$ cat src/rtl/mmio_port_arbiter.sv
// Arbitrates the single-port memory-mapped register block between the CPU and the IO bridge.
// CPU has fixed priority, an aging counter forces IO through, and lock sequences give atomic RMW.
module mmio_port_arbiter #(
  parameter int ADDR_W   = 6,
  parameter int DATA_W   = 32,
  parameter int MAX_WAIT = 4,
  parameter int PS2_ADDR = 62
) (
  input  logic              clk,
  input  logic              reset,
  input  logic              c_req,
  input  logic              c_we,
  input  logic              c_lock,
  input  logic [ADDR_W-1:0] c_addr,
  input  logic [DATA_W-1:0] c_wdata,
  output logic              c_gnt,
  output logic              c_rvalid,
  output logic [DATA_W-1:0] c_rdata,
  output logic              c_err,
  input  logic              i_req,
  input  logic              i_we,
  input  logic              i_lock,
  input  logic [ADDR_W-1:0] i_addr,
  input  logic [DATA_W-1:0] i_wdata,
  output logic              i_gnt,
  output logic              i_rvalid,
  output logic [DATA_W-1:0] i_rdata,
  output logic [ADDR_W-1:0] mem_dir,
  output logic              mem_we,
  output logic [DATA_W-1:0] mem_wdata,
  input  logic [DATA_W-1:0] mem_rdata
);

  localparam int CNT_W = $clog2(MAX_WAIT + 1);

  typedef enum logic [1:0] {
    IDLE,
    LOCK_C,
    LOCK_I
  } state_t;

  state_t            r_state;
  state_t            w_nextState;
  logic [CNT_W-1:0]  r_waitCnt;
  logic              w_cGnt;
  logic              w_iGnt;
  logic              w_cPs2Write;
  logic              r_cRvalid;
  logic              r_iRvalid;
  logic              r_cErr;
  logic [DATA_W-1:0] r_cRdata;
  logic [DATA_W-1:0] r_iRdata;

  // Grants depend only on requests and registered state, never on each other's gnt.
  always_comb begin
    w_cGnt      = 1'b0;
    w_iGnt      = 1'b0;
    w_nextState = r_state;
    if (reset) begin
      case (r_state)
        IDLE: begin
          if (c_req && i_req) begin
            if (r_waitCnt == CNT_W'(MAX_WAIT)) w_iGnt = 1'b1;
            else                               w_cGnt = 1'b1;
          end else if (c_req) begin
            w_cGnt = 1'b1;
          end else if (i_req) begin
            w_iGnt = 1'b1;
          end
        end
        LOCK_C:  w_cGnt = c_req;
        LOCK_I:  w_iGnt = i_req;
        default: ;
      endcase
    end
    if (w_cGnt)      w_nextState = c_lock ? LOCK_C : IDLE;
    else if (w_iGnt) w_nextState = i_lock ? LOCK_I : IDLE;
  end

  assign w_cPs2Write = c_we && (c_addr == ADDR_W'(PS2_ADDR));

  assign c_gnt     = w_cGnt;
  assign i_gnt     = w_iGnt;
  assign mem_we    = (w_cGnt && c_we && !w_cPs2Write) || (w_iGnt && i_we);
  assign mem_dir   = w_cGnt ? c_addr  : (w_iGnt ? i_addr  : '0);
  assign mem_wdata = w_cGnt ? c_wdata : (w_iGnt ? i_wdata : '0);

  always_ff @(posedge clk or negedge reset) begin
    if (!reset) begin
      r_state   <= IDLE;
      r_waitCnt <= '0;
    end else begin
      r_state <= w_nextState;
      if (w_iGnt)
        r_waitCnt <= '0;
      else if (i_req && (r_waitCnt != CNT_W'(MAX_WAIT)))
        r_waitCnt <= r_waitCnt + 1'b1;
    end
  end

  // Read data is held after the one-cycle rvalid pulse until the next read of that port.
  always_ff @(posedge clk or negedge reset) begin
    if (!reset) begin
      r_cRvalid <= 1'b0;
      r_iRvalid <= 1'b0;
      r_cErr    <= 1'b0;
      r_cRdata  <= '0;
      r_iRdata  <= '0;
    end else begin
      r_cRvalid <= w_cGnt && !c_we;
      r_iRvalid <= w_iGnt && !i_we;
      r_cErr    <= w_cGnt && w_cPs2Write;
      if (w_cGnt && !c_we) r_cRdata <= mem_rdata;
      if (w_iGnt && !i_we) r_iRdata <= mem_rdata;
    end
  end

  assign c_rvalid = r_cRvalid;
  assign i_rvalid = r_iRvalid;
  assign c_err    = r_cErr;
  assign c_rdata  = r_cRdata;
  assign i_rdata  = r_iRdata;

endmodule
$ cat config.mk
export PLATFORM = sky130hd
export DESIGN_NAME = mmio_port_arbiter
export DESIGN_NICKNAME = d
export VERILOG_FILES = /design/src/rtl/mmio_port_arbiter.sv
export SDC_FILE = /design/constraint.sdc
export NUM_CORES = 1
export LEC_CHECK = 0
export BUFFER_PORTS_ARGS = -buffer_cell sky130_fd_sc_hd__buf_2
export CORE_ASPECT_RATIO = 1.1
export CORE_UTILIZATION = 37
export CTS_CLUSTER_DIAMETER = 100
export CTS_CLUSTER_SIZE = 20
export DETAILED_ROUTE_END_ITERATION = 7
export PLACE_DENSITY = 0.83
export SYNTH_ARGS = -nofsm -noshare
export SYNTH_HDL_FRONTEND = slang
export SYNTH_SLANG_ARGS = --single-unit
export TNS_END_PERCENT = 100
$ cat constraint.sdc
create_clock -name clk -period 1.8 [get_ports clk]
set_clock_uncertainty 0.2 [all_clocks]
set_input_delay 0.36 -clock clk [delete_from_list [all_inputs] [get_ports clk]]
set_output_delay 0.36 -clock clk [all_outputs]
set_load 0.1 [all_outputs]
==> flow_summary_export.csv <==
group,metric,value,unit
outcome,status,"finished with violations",
outcome,violations,"setup timing",
worst_setup_path,crit_path_end_kind,"primary output",
layout,area_growth,102,%
logic_synthesis,yosysTopAreaCellShare,0.566,
detailed_routing,drc_errors,0,
grt,grt-ovfl-total,0,
worst_setup_path,critPathArrivalTime,1950,ps
timing,hold_viol,0,
timing,tightest_slew,657,ps
logic_synthesis,synth.top_cells.by_area,"dfrtp_1 57%, mux2_2 22%, a22o_1 10%",
timing,rsz0062_at_grt,"yes",
layout,diodes,0,
floorplanning,std_cell_rows,35,
floorplanning,die_h,99.3,um
worst_setup_path,rr_worst_depth,8,
worst_setup_path,critical_path.max_fanout,10,
clocking,ctsLongestPathBuffers,2,
timing,period_share,1.40,
floorplanning,start_util,0.381,
detailed_routing,first_iter_violations,78,
clocking,numCtsBuffers,9,
layout,multi_input_area,0.00191,mm2
grt,grt_pass1_vias,3317,
clocking,clk_pin_slew,90,ps
logic_synthesis,synth_top_area_cell,"dfrtp_1",
layout,final_design_area_no_fill,0.00643,mm2
grt,grt_max_degree,54,
logic_synthesis,avgSynthCellArea,14.7,um2
clocking,cts_max_level,3,
timing,fin_crit,2510,ps
clocking,clkLatencyLatePin,350,ps
worst_setup_path,cp_common_cell,"buf_12",
placed_design,placed_area,0.00577,mm2
timing,holdWs,47.9,ps
grt,antenna_found_initial,0,
placed_design,post-place-ws,-309,ps
floorplanning,die_area,0.00898,mm2
worst_setup_path,setup.worst_path.start_class,"flop",
logic_synthesis,ys_ff_latch,72,
layout,nFillCells,521,
logic_synthesis,syn_inst,217,
detailed_routing,vias_per_cell,5.10,
timing,maxSlewViolCount,0,
logic_synthesis,yosysWarnings,0,
worst_setup_path,slowest_delay,410,ps
detailed_routing,firstDrtPassIters,4,
timing,relSlewSlack,0.562,
timing,finalSetupViolations,106,
worst_setup_path,path_class,"reg2out",
detailed_routing,drtAntennaViolNets,0,
placed_design,hpwl,8680,um
clocking,tritoncts,"done",
worst_hold_path,worstHoldPathCells,2,
worst_setup_path,worstPathRequired,1240,ps
worst_hold_path,hold_class,"in2reg",
logic_synthesis,seq_area_frac_synth,0.566,
worst_hold_path,hp-start,"mem_rdata[18]",
logic_synthesis,synth_nets,335,
floorplanning,core_area,0.00836,mm2
logic_synthesis,syn_area,0.00318,mm2
logic_synthesis,ys_types,26,
layout,layout_common_cells,"181 x buf_2, 72 x dfrtp_1, 64 x mux2_4",
detailed_routing,wirelength,12100,um
worst_setup_path,cp_slowest_cell,"dfrtp_1",
placed_design,gp_congestion,0.882,
worst_setup_path,reg2reg_setup_slack,-230,ps
clocking,cts-root-buf,"clkbuf_8",
grt,grt_pass1_wl,18200,um
grt,grt_usage,0.268,
clocking,clock_sinks,72,
layout,drive_gt1_frac,0.819,
detailed_routing,wl_per_cell,20.2,um
floorplanning,die_w,90.5,um
worst_setup_path,r2r-end,"c_rdata[13]",
worst_setup_path,path_cells,"inv_2, ha_4, buf_12, nand2_8, a21oi_4, buf_12, clkbuf_16, a22o_4, buf_12",
floorplanning,ios,224,
layout,seq_area,0.00180,mm2
layout,final_common_cell,"buf_2",
worst_setup_path,reg2reg_from,"r_waitCnt[0]",
job,cap_viol_max_count,0,
layout,nets,598,
timing,fmax,398,MHz
worst_hold_path,hold-path-endpoint,"i_rdata[18]",
placed_design,place.port_buffers,223,
timing,fin_ws,-714,ps
detailed_routing,num_vias,3040,
[cell families (layout without fill, tap and decap cells)]
logic type               Yosys count  in the layout  synth area share
AO/OA/AOI/OAI                     45             45             0.125
XOR/XNOR                           1              1           0.00275
adder cells (fa/ha/maj)            2              2           0.00786
buffers and inverters             18            286            0.0326
flip-flops                        72             72             0.566
multiplexers                      66             66             0.233
AND/OR/NAND/NOR                   13             13            0.0330
[cell usage after synthesis (all sizes together)]
cell type	count
nand3b	1
a21boi	1
buf	14
mux2	65
a32o	1
mux2i	1
nor3	1
nand3	1
nor2	3
a21oi	3
nand4b	2
a211oi	1
a22o	38
dfrtp	72
ha	2
nand2	1
o22a	1
xnor2	1
and2b	1
nand4	1
and4b	2
inv	4
[metrics by stage]
stage          utilization  setup TNS (ps)  cells
5_1_grt              0.769          -45240    596
3_5_place_dp         0.689          -19860    563
3_3_place_gp         0.689          -18190    563
2_1_floorplan            -          -11140    217
4_1_cts              0.756          -45270    596
6_report             0.769          -38560    596
[metal layers]
metal  vias up  global-route usage  wire length, um
met5         -                   0                0
met4         0               0.110              366
met3        22              0.0680              824
met2       168               0.499             6500
met1      1509               0.289             4350
li1       1341                   -                -
[flip-flops by register name, summed over array words and instances (netlist names)]
| register | flops |
|---|---|
| c_err | 1 |
| c_rdata | 32 |
| c_rvalid | 1 |
| i_rdata | 32 |
| i_rvalid | 1 |
| r_state | 2 |
| r_waitCnt | 3 |
[critical path, delay by kind of cell, from the launching register on]
family | cells | cell delay [ps]
AOI/OAI and AO/OA | 2 | 330
buffers and inverters | 5 | 640
DFF | 1 | 410
adders and majority gates | 1 | 140
and+or+nand+nor | 1 | 60
[repair_timing]
action,in CTS,in global routing
hold buffers,1,0
pin swaps,1,3
resized for setup,15,46
endpoints found under the setup margin,106,107
buffers inserted,9,7
endpoints found under the hold margin,19,0
gates cloned,7,2
[area by class of cell]
class                      count  area share
clock buffer                   9      0.0193
multi-input combinational    127       0.297
clock inverter                 7      0.0115
sequential                    72       0.280
inverter                       4     0.00272
tap                          111      0.0216
timing repair buffer         266       0.367
[worst max-delay path by stage]
| stage | from | endpoint | cells after the start |
|---|---|---|---|
| final | r_waitCnt[0] | mem_wdata[12] | 9 |
| after CTS | r_waitCnt[0] | mem_dir[1] | 8 |
| after global placement | r_waitCnt[1] | mem_wdata[8] | 8 |
| after global routing | r_waitCnt[0] | mem_dir[1] | 8 |
| after floorplan | r_waitCnt[0] | mem_wdata[25] | 6 |
| after detailed placement | r_waitCnt[0] | mem_dir[1] | 8 |
Power is left out: the tool's default activity adds up to more than one toggle a clock period on the data nets, which glitch-free logic cannot reach.
